[src/rtl/match_motion_accum_if.sv]
// Bus between the matching stage, the motion accumulator and the pose/control consumer.
// Result handshake: a transfer happens on a rising edge where o_result_valid && i_ready;
// once raised, o_result_valid and all result fields stay stable until that transfer.
interface match_motion_accum_if;
  logic              i_frame_start;
  logic              i_frame_end;
  logic              i_valid;
  logic [9:0]        i_src_coor_x;
  logic [9:0]        i_src_coor_y;
  logic [9:0]        i_dst_coor_x;
  logic [9:0]        i_dst_coor_y;
  logic              i_ready;
  logic              o_result_valid;
  logic signed [10:0] o_mean_dx;
  logic signed [10:0] o_mean_dy;
  logic [9:0]        o_count;
  logic [9:0]        o_reject;
  logic              o_overflow;
  logic              o_overrun;
  logic              o_busy;

  modport master (
    output i_frame_start, i_frame_end, i_valid,
    output i_src_coor_x, i_src_coor_y, i_dst_coor_x, i_dst_coor_y, i_ready,
    input  o_result_valid, o_mean_dx, o_mean_dy, o_count, o_reject,
    input  o_overflow, o_overrun, o_busy
  );

  modport slave (
    input  i_frame_start, i_frame_end, i_valid,
    input  i_src_coor_x, i_src_coor_y, i_dst_coor_x, i_dst_coor_y, i_ready,
    output o_result_valid, o_mean_dx, o_mean_dy, o_count, o_reject,
    output o_overflow, o_overrun, o_busy
  );
endinterface

[src/rtl/match_motion_accum.sv]
// Per-frame mean translation of matched keypoint pairs: outlier gate, per-axis sums,
// then a 21-step restoring divider shared by both axes in parallel.
module match_motion_accum #(
  parameter logic [9:0] MAX_PAIRS = 10'd500,
  parameter logic [9:0] MAX_DISP  = 10'd64
) (
  input  logic                  i_clk,
  input  logic                  i_rst,
  match_motion_accum_if.slave   bus,
  output logic [1:0]            o_dbg_state
);
  localparam logic [4:0] DIV_LAST = 5'd20;

  typedef enum logic [1:0] {S_IDLE = 2'd0, S_ACCUM = 2'd1, S_DIV = 2'd2, S_OUT = 2'd3} state_t;
  state_t state, state_next;

  logic [10:0] dx, dy, abs_dx, abs_dy;
  logic        outlier, take_pair, clear;
  logic [20:0] sum_dx, sum_dy, base_dx, base_dy, abs_sum_dx, abs_sum_dy;
  logic [9:0]  count, base_count, rej, base_rej;
  logic        ovf, base_ovf;
  logic [4:0]  div_cnt;
  logic [9:0]  r_x, r_y;
  logic [20:0] q_x, q_y;
  logic [30:0] step_x, step_y;
  logic [10:0] res_dx, res_dy;
  logic signed [10:0] mean_dx, mean_dy;
  logic [9:0]  res_count, res_reject;
  logic        res_overflow, overrun;

  assign dx      = {1'b0, bus.i_dst_coor_x} - {1'b0, bus.i_src_coor_x};
  assign dy      = {1'b0, bus.i_dst_coor_y} - {1'b0, bus.i_src_coor_y};
  assign abs_dx  = dx[10] ? (~dx + 11'd1) : dx;
  assign abs_dy  = dy[10] ? (~dy + 11'd1) : dy;
  assign outlier = (abs_dx > {1'b0, MAX_DISP}) || (abs_dy > {1'b0, MAX_DISP});

  // A frame_start seen in IDLE or ACCUM opens a fresh frame; a same-cycle pair lands in it.
  assign clear     = bus.i_frame_start && ((state == S_IDLE) || (state == S_ACCUM));
  assign take_pair = bus.i_valid && ((state == S_ACCUM) || ((state == S_IDLE) && bus.i_frame_start));

  always_comb begin
    base_dx    = clear ? '0 : sum_dx;
    base_dy    = clear ? '0 : sum_dy;
    base_count = clear ? '0 : count;
    base_rej   = clear ? '0 : rej;
    base_ovf   = clear ? 1'b0 : ovf;
  end

  always_ff @(posedge i_clk) begin
    if (i_rst) begin
      sum_dx <= '0;
      sum_dy <= '0;
      count  <= '0;
      rej    <= '0;
      ovf    <= 1'b0;
    end else begin
      sum_dx <= base_dx;
      sum_dy <= base_dy;
      count  <= base_count;
      rej    <= base_rej;
      ovf    <= base_ovf;
      if (take_pair) begin
        if (outlier) begin
          if (base_rej != 10'h3ff) rej <= base_rej + 10'd1;
        end else if (base_count < MAX_PAIRS) begin
          sum_dx <= base_dx + {{10{dx[10]}}, dx};
          sum_dy <= base_dy + {{10{dy[10]}}, dy};
          count  <= base_count + 10'd1;
        end else begin
          ovf <= 1'b1;
        end
      end
    end
  end

  // One restoring step: shift the next dividend bit into the remainder, subtract if it fits.
  function automatic logic [30:0] div_step(input logic [9:0] r, input logic [20:0] q,
                                           input logic [9:0] d);
    logic [10:0] r_sh;
    logic [9:0]  r_new;
    logic [20:0] q_sh;
    r_sh = {r, q[20]};
    q_sh = {q[19:0], 1'b0};
    if (r_sh >= {1'b0, d}) begin
      r_new   = 10'(r_sh - {1'b0, d});
      q_sh[0] = 1'b1;
    end else begin
      r_new = r_sh[9:0];
    end
    return {r_new, q_sh};
  endfunction

  assign abs_sum_dx = sum_dx[20] ? (~sum_dx + 21'd1) : sum_dx;
  assign abs_sum_dy = sum_dy[20] ? (~sum_dy + 21'd1) : sum_dy;

  always_comb begin
    step_x = div_step((div_cnt == 5'd0) ? 10'd0 : r_x, (div_cnt == 5'd0) ? abs_sum_dx : q_x, count);
    step_y = div_step((div_cnt == 5'd0) ? 10'd0 : r_y, (div_cnt == 5'd0) ? abs_sum_dy : q_y, count);
    res_dx = sum_dx[20] ? (~step_x[10:0] + 11'd1) : step_x[10:0];
    res_dy = sum_dy[20] ? (~step_y[10:0] + 11'd1) : step_y[10:0];
  end

  always_ff @(posedge i_clk) begin
    if (i_rst) begin
      div_cnt <= '0;
      r_x     <= '0;
      r_y     <= '0;
      q_x     <= '0;
      q_y     <= '0;
    end else if (state == S_DIV) begin
      div_cnt    <= div_cnt + 5'd1;
      {r_x, q_x} <= step_x;
      {r_y, q_y} <= step_y;
    end else begin
      div_cnt <= '0;
    end
  end

  // Results are snapshotted on the last divide step and then held until the next frame's.
  always_ff @(posedge i_clk) begin
    if (i_rst) begin
      mean_dx      <= '0;
      mean_dy      <= '0;
      res_count    <= '0;
      res_reject   <= '0;
      res_overflow <= 1'b0;
      overrun      <= 1'b0;
    end else begin
      if (bus.i_frame_start && ((state == S_DIV) || (state == S_OUT))) overrun <= 1'b1;
      if ((state == S_DIV) && (div_cnt == DIV_LAST)) begin
        mean_dx      <= (count == 10'd0) ? 11'sd0 : $signed(res_dx);
        mean_dy      <= (count == 10'd0) ? 11'sd0 : $signed(res_dy);
        res_count    <= count;
        res_reject   <= rej;
        res_overflow <= ovf;
      end
    end
  end

  always_ff @(posedge i_clk) begin
    if (i_rst) state <= S_IDLE;
    else       state <= state_next;
  end

  always_comb begin
    state_next = state;
    case (state)
      S_IDLE:  if (bus.i_frame_start) state_next = bus.i_frame_end ? S_DIV : S_ACCUM;
      S_ACCUM: if (bus.i_frame_end) state_next = S_DIV;
      S_DIV:   if (div_cnt == DIV_LAST) state_next = S_OUT;
      S_OUT:   if (bus.i_ready) state_next = S_IDLE;
      default: state_next = S_IDLE;
    endcase
  end

  assign bus.o_result_valid = (state == S_OUT);
  assign bus.o_busy         = (state == S_DIV) || (state == S_OUT);
  assign bus.o_mean_dx      = mean_dx;
  assign bus.o_mean_dy      = mean_dy;
  assign bus.o_count        = res_count;
  assign bus.o_reject       = res_reject;
  assign bus.o_overflow     = res_overflow;
  assign bus.o_overrun      = overrun;
  assign o_dbg_state        = state;
endmodule

[src/flat_wrapper.sv]
// flat-port wrapper written by rule: the top's interface ports become plain ports
module match_motion_accum_flat 
#(
  parameter logic [9:0] MAX_PAIRS = 10'd500,
  parameter logic [9:0] MAX_DISP  = 10'd64
)
  (i_clk, i_rst, o_dbg_state, bus_i_frame_start, bus_i_frame_end, bus_i_valid, bus_i_src_coor_x, bus_i_src_coor_y, bus_i_dst_coor_x, bus_i_dst_coor_y, bus_i_ready, bus_o_result_valid, bus_o_mean_dx, bus_o_mean_dy, bus_o_count, bus_o_reject, bus_o_overflow, bus_o_overrun, bus_o_busy);
  match_motion_accum_if bus_i ();
  input  logic i_clk;
  input  logic i_rst;
  output logic [1:0] o_dbg_state;
  input wire logic [$bits(bus_i.i_frame_start)-1:0] bus_i_frame_start;
  input wire logic [$bits(bus_i.i_frame_end)-1:0] bus_i_frame_end;
  input wire logic [$bits(bus_i.i_valid)-1:0] bus_i_valid;
  input wire logic [$bits(bus_i.i_src_coor_x)-1:0] bus_i_src_coor_x;
  input wire logic [$bits(bus_i.i_src_coor_y)-1:0] bus_i_src_coor_y;
  input wire logic [$bits(bus_i.i_dst_coor_x)-1:0] bus_i_dst_coor_x;
  input wire logic [$bits(bus_i.i_dst_coor_y)-1:0] bus_i_dst_coor_y;
  input wire logic [$bits(bus_i.i_ready)-1:0] bus_i_ready;
  output wire logic [$bits(bus_i.o_result_valid)-1:0] bus_o_result_valid;
  output wire logic [$bits(bus_i.o_mean_dx)-1:0] bus_o_mean_dx;
  output wire logic [$bits(bus_i.o_mean_dy)-1:0] bus_o_mean_dy;
  output wire logic [$bits(bus_i.o_count)-1:0] bus_o_count;
  output wire logic [$bits(bus_i.o_reject)-1:0] bus_o_reject;
  output wire logic [$bits(bus_i.o_overflow)-1:0] bus_o_overflow;
  output wire logic [$bits(bus_i.o_overrun)-1:0] bus_o_overrun;
  output wire logic [$bits(bus_i.o_busy)-1:0] bus_o_busy;
  assign bus_i.i_frame_start = bus_i_frame_start;
  assign bus_i.i_frame_end = bus_i_frame_end;
  assign bus_i.i_valid = bus_i_valid;
  assign bus_i.i_src_coor_x = bus_i_src_coor_x;
  assign bus_i.i_src_coor_y = bus_i_src_coor_y;
  assign bus_i.i_dst_coor_x = bus_i_dst_coor_x;
  assign bus_i.i_dst_coor_y = bus_i_dst_coor_y;
  assign bus_i.i_ready = bus_i_ready;
  assign bus_o_result_valid = bus_i.o_result_valid;
  assign bus_o_mean_dx = bus_i.o_mean_dx;
  assign bus_o_mean_dy = bus_i.o_mean_dy;
  assign bus_o_count = bus_i.o_count;
  assign bus_o_reject = bus_i.o_reject;
  assign bus_o_overflow = bus_i.o_overflow;
  assign bus_o_overrun = bus_i.o_overrun;
  assign bus_o_busy = bus_i.o_busy;
  match_motion_accum #(.MAX_PAIRS(MAX_PAIRS), .MAX_DISP(MAX_DISP)) u_core (.i_clk(i_clk), .i_rst(i_rst), .bus(bus_i), .o_dbg_state(o_dbg_state));
endmodule
[config.mk]
export PLATFORM = sky130hd
export DESIGN_NAME = match_motion_accum_flat
export DESIGN_NICKNAME = d
export VERILOG_FILES = /design/src/rtl/match_motion_accum_if.sv /design/src/rtl/match_motion_accum.sv /design/src/flat_wrapper.sv
export SDC_FILE = /design/constraint.sdc
export NUM_CORES = 1
export LEC_CHECK = 0
export BUFFER_PORTS_ARGS = -buffer_cell sky130_fd_sc_hd__buf_4
export CAP_MARGIN = 10
export CORE_MARGIN = 1
export CORE_UTILIZATION = 35
export DETAILED_ROUTE_END_ITERATION = 8
export GPL_TIMING_DRIVEN = 0
export PLACE_DENSITY = 0.55
export SYNTH_ARGS = -nofsm -noshare
export SYNTH_HDL_FRONTEND = slang
export SYNTH_SLANG_ARGS = --single-unit
[constraint.sdc]
create_clock -name i_clk -period 5.2 [get_ports i_clk]
set_input_delay 0.78 -clock i_clk [delete_from_list [all_inputs] [get_ports i_clk]]
set_output_delay 0.78 -clock i_clk [all_outputs]
set_load 0.01 [all_outputs]
# Yosys cells after proc, flatten, opt, wreduce, memory -nomap -nowiden
# Cells that the tools add are included.
[totals] rom_bits=0 mem_count=0 ff_bits=176 out_inout_bits=48 input_bits=46 mem_bits_rw=0 word_cells=109 latch_bits=0
[classes] addsub=15 mux=42 n_lt_le_gt_ge=5 shifts=0 bitwise_logic=7 eq_ne=9 div_mod_pow=0 multipliers=0 n_reduce_logical=14
[ops] op="21-bit 2-to-1 mux" count=12
[ops] op="10-bit 2-to-1 mux" count=12
[ops] op="11-bit 2-to-1 mux" count=6
[ops] op="11-bit by 1-bit adder with 11-bit output (second input constant)" count=4
[ops] op="11-bit NOT" count=4
[ops] op="21-bit by 1-bit adder with 21-bit output (second input constant)" count=2
[ops] op="21-bit adder" count=2
[ops] op="21-bit NOT" count=2
[ops] op="11-bit by 10-bit greater-or-equal comparator with 1-bit output" count=2
[ops] op="11-bit by 7-bit > comparator with 1-bit output (second input constant)" count=2
[ops] op="10-bit by 10-bit subtractor with 11-bit output" count=2
[ops] op="10-bit by 1-bit adder with 10-bit output (second input constant)" count=2
[ops] op="10-bit subtractor" count=2
[ops] op="10-bit logical NOT" count=1
[ops] op="10-bit by 9-bit < comparator with 1-bit output (second input constant)" count=1
[ops] op="2-bit 2-to-1 mux" count=5
[ops] op="10-bit inequality test (second input constant)" count=1
[ops] op="2-bit inequality test (second input constant)" count=4
[ops] op="2-bit one-hot mux with 4 select lines" count=1
[ops] op="1-bit 2-to-1 mux" count=6
[ops] op="5-bit by 1-bit adder with 5-bit output (second input constant)" count=1
[ops] op="5-bit equality test (second input constant)" count=1
[ops] op="1-bit logical AND" count=5
[ops] op="5-bit logical NOT" count=1
[ops] op="other kinds (7)" count=11

# Longest topological paths before layout
[logic_depth] word_depth=10 depth_mapped=28

# Worst setup path after synthesis
# OpenSTA, ideal clock, no wires.
[synth_path] path_kind="register -> register" from="register u_core.div_cnt[0]" to="register u_core.mean_dy[10] (netlist: u_core.bus.o_mean_dy[10])" path_slack_ns=0.278 path_stages_with_launch=28 required_time_ns=5.072 synth_period_minus_slack_ns=4.922 arrival_ns=4.794 setup_time_ns=0.128 cell_sequence="dfxtp_1 > inv_1 > ha_1 > nand2b_1 > or3_1 > clkbuf_1 > clkbuf_1 > clkbuf_1 > buf_1 > nand2_1 > inv_1 > ha_1 > nor2b_1 > o21ai_0 > a21boi_0 > o21ai_0 > a21boi_0 > o21ai_0 > nand2b_1 > a211oi_1 > clkbuf_1 > ha_1 > nand4_1 > o21ai_0 > nand2_1 > xor2_1 > a22oi_1 > nor2_1"
[synth_between] elab_chain_cells=8 elab_cells_between_ends=11
[synth_lines] element="start, declared" line_no="match_motion_accum.sv:22" source="logic [4:0] div_cnt;"
[synth_lines] element="start signal, assigned" line_no="match_motion_accum.sv:111" source="div_cnt <= div_cnt + 5'd1;"
[synth_lines] element="5-bit logical NOT" line_no="match_motion_accum.sv:98" source="step_y = div_step((div_cnt == 5'd0) ? 10'd0 : r_y, (div_cnt == 5'd0) ? abs_sum_dy : q_y, count);"
[synth_lines] element="21-bit 2-to-1 mux or 10-bit 2-to-1 mux (tied branches)" line_no="match_motion_accum.sv:98"
[synth_lines] element="11-bit by 10-bit greater-or-equal comparator with 1-bit output" line_no="match_motion_accum.sv:84" source="if (r_sh >= {1'b0, d}) begin"
[synth_lines] element="1-bit 2-to-1 mux" line_no="match_motion_accum.sv:84"
[synth_lines] element="11-bit NOT" line_no="match_motion_accum.sv:100" source="res_dy = sum_dy[20] ? (~step_y[10:0] + 11'd1) : step_y[10:0];"
[synth_lines] element="11-bit by 1-bit adder with 11-bit output" line_no="match_motion_accum.sv:100"
[synth_lines] element="11-bit 2-to-1 mux" line_no="match_motion_accum.sv:100"
[synth_lines] element="11-bit 2-to-1 mux" line_no="match_motion_accum.sv:132" source="mean_dy <= (count == 10'd0) ? 11'sd0 : $signed(res_dy);"
[synth_lines] element="end signal, assigned" line_no="match_motion_accum.sv:132"
[synth_lines] element="end, declared" line_no="match_motion_accum.sv:27" source="logic signed [10:0] mean_dx, mean_dy;"
# Parallel ways exist; a longest one is shown, timed or not.
# A chain may end at the register's enable or synchronous reset.

# Worst setup path in the final report
# Ends and elaborated chain as after synthesis.

==> qor.yml <==
ys_top_cells_by_area: "dfxtp_1 (27%), ha_1 (9.2%), mux2i_1 (7.1%), nor2_1 (6.2%), nand2_1 (4.6%)"
ys_async_sr_fraction_pct: 0
worstSetupPathType: "reg2reg"
required_ns: 5.48
drtIter0Drc: 743
final_max_slew_viol_count: 0
grt-ovfl-total: 0
leakagePower_nw: 6.15
power_mw: 4.28
grt_antenna_before_repair: 0
nets: 1902
rrSetupSlack_ns: 0.23
syn_avg_cell_area_um2: 7.83
slew-limit-headroom_pct: 35.4
powerDensity_nw_per_um2: 287
yosys.area.top_type_share_pct: 27.4
syn-num-nets: 1785
synth_top_area_cell: "dfxtp_1"
vias: 11918
ios: 94
cts_buffers: 17
root_buffer: "clkbuf_16"
yosysMostFrequentCell: "nor2_1"
hold_viol: 0
clock.fmax_mhz: 201
layout_min_cycle_time_ns: 4.97
routedWlPerCell_um: 16.8
synth_warnings: 0
fin_setup_tns_ns: 0
fin_crit_sh_pct: 95.6
peakVddDrop_mv: 0.276
violations: "design-rule violations"
placed_cells: 2193
syn_to_final_growth_pct: 16.1
postSynthCellCount: 1639
holdCritPathClass: "reg2reg"
worst_path_max_delay_cell: "or3_4"
synthFlopType: "dfxtp_1"
final_cells: 2230
finalClockSkew_ns: 0.0161
port_buffers: 92
synth_enable_flop_cells: 0
ys_ff_latch: 176
start_kind: "register"
timing.final.setup_violations: 0
htree_levels: 4
synth_cell_types: 77
grt_pass1_wl_mm: 59.9
viasPerCell: 5.34
grt_max_degree: 20
worst_path_most_repeated_cell: "ha_1"
cp_max_fo: 19
die_area_um2: 37400
synth_area_um2: 12800
remaining_drc_errors: 9
cts_tree: "built"
cts_sinks: 176
path_clk_slew_ns: 0.07
drive_above_1_share_pct: 10.2
maxCapViolCount: 0
tightest_slew_ns: 0.966
num_rows: 69
cpPeakStageDelay_ns: 0.44
synthTopCellsByCount: "nor2_1 (213), dfxtp_1 (176), nand2_1 (156)"
die_h_um: 194
track_usage_pct: 19.9
hold_ws_ns: 0.454
crit_arrival_ns: 5.25
hpwl_mm: 29.0
synth-seq-area-share_pct: 27.4
hold_buffers: 0
postLayoutCellArea_um2: 14900
drtAntennaViolNets: 0
dpl-instance-area_um2: 14100
initial_core_util_pct: 35.8
clock_path_buffers: 2
die_w_um: 194
place.gp.congestion: 0.893
n_antenna_cell: 0
grt_pass1_vias: 11145
rsz0062_at_grt: "true"
nFillCells: 3715
drtPass1Iterations: 9
endpoint_kind: "register"
status: "finished with violations"
clk_latency_ns: 0.44
routed_wl_mm: 37.5
core_um2: 35800
per-layer routing:
layer  up-vias  track usage, %  part of all wire [%]
met4         0            4.53                   1.3
met3        35            2.20                   3.0
met5         -               0                     0
li1       6051               -                     -
met1      5595            26.2                    48
met2       237            34.6                    48
final cells by class:
class | count | area (µm²) | area share, %
multi-input cells | 1308 | 8810 | 59.1
flip-flops and latches | 176 | 3520 | 23.6
repair buffers | 101 | 758 | 5.09
well taps | 461 | 577 | 3.87
clock buffers | 21 | 470 | 3.16
inverters | 84 | 315 | 2.12
plain buffers | 68 | 299 | 2.01
clock inverters | 11 | 150 | 1.01
state kept, by name, indices dropped and copies added (netlist names), 11 cells and up:
signal / count
u_core.q_x: 21
u_core.q_y: 21
u_core.sum_dx: 21
u_core.sum_dy: 21
u_core.bus.o_mean_dx: 11
u_core.bus.o_mean_dy: 11
logic make-up (layout without fill, tap and decap cells):
logic type	after synthesis	count (layout)	share of synthesized area [%]
fa+ha+maj	100	100	10.1
flops	176	176	27.4
simple gates	597	597	22.1
buf+inv	155	285	4.66
xor+xnor	108	108	7.37
mux	95	95	7.45
compound gates	408	408	20.9
path summary, 6_finish.rpt:
| path | from | to | cells after the start |
|---|---|---|---|
| worst max-delay path | u_core.div_cnt[0] | u_core.bus.o_mean_dy[10] | 25 |
| worst min-delay path | u_core.bus.o_mean_dy[4] | u_core.bus.o_mean_dy[4] | 2 |
| worst max register to register | u_core.div_cnt[0] | u_core.bus.o_mean_dy[10] | 25 |
| worst min register to register | u_core.bus.o_mean_dy[4] | u_core.bus.o_mean_dy[4] | 2 |
where the power goes:
group	leakage (nW)	total (mW)	internal [mW]	switching, mW
Sequential	1.42	1.49	1.44	0.0571
Clock	0.306	1.38	0.801	0.577
Combinational	4.42	1.41	0.519	0.892
Total	6.15	4.28	2.76	1.53
cells in the final DEF (no fill, tap or decap), types with 78 or more instances in the layout:
cell type  synthesis  routed
nor2_1           213     212
dfxtp_1          176     176
nand2_1          156     156
buf_4              4     106
a21oi_1          105     104
ha_1              94      93
mux2i_1           91      90
inv_1             81      80
o21ai_0           84      78
repair_timing:
action / in CTS / in global routing
hold endpoints to repair: 0 / 0
endpoints found under the setup margin: 63 / 54
gates resized for setup: 22 / 28
buffers inserted: 0 / 8
pin swaps: 1 / 5
metrics by stage:
stage | util [%] | setup WS (ns)
global placement | 39.4 | -1.37
global route | 41.6 | -0.149
floorplan | - | 0.278
CTS | 41.3 | 0.0267
finish | 41.6 | 0.228
detailed placement | 39.4 | -1.40
critical path, delay by kind of cell, from the launching register on:
kind / cells / cell delay (ns)
compound gates: 8 / 1.55
xor+xnor: 1 / 0.14
fa+ha+maj: 3 / 0.65
buf+inv: 5 / 0.86
flops: 1 / 0.33
simple gates: 8 / 1.26
(Power assumes the default switching activity.)
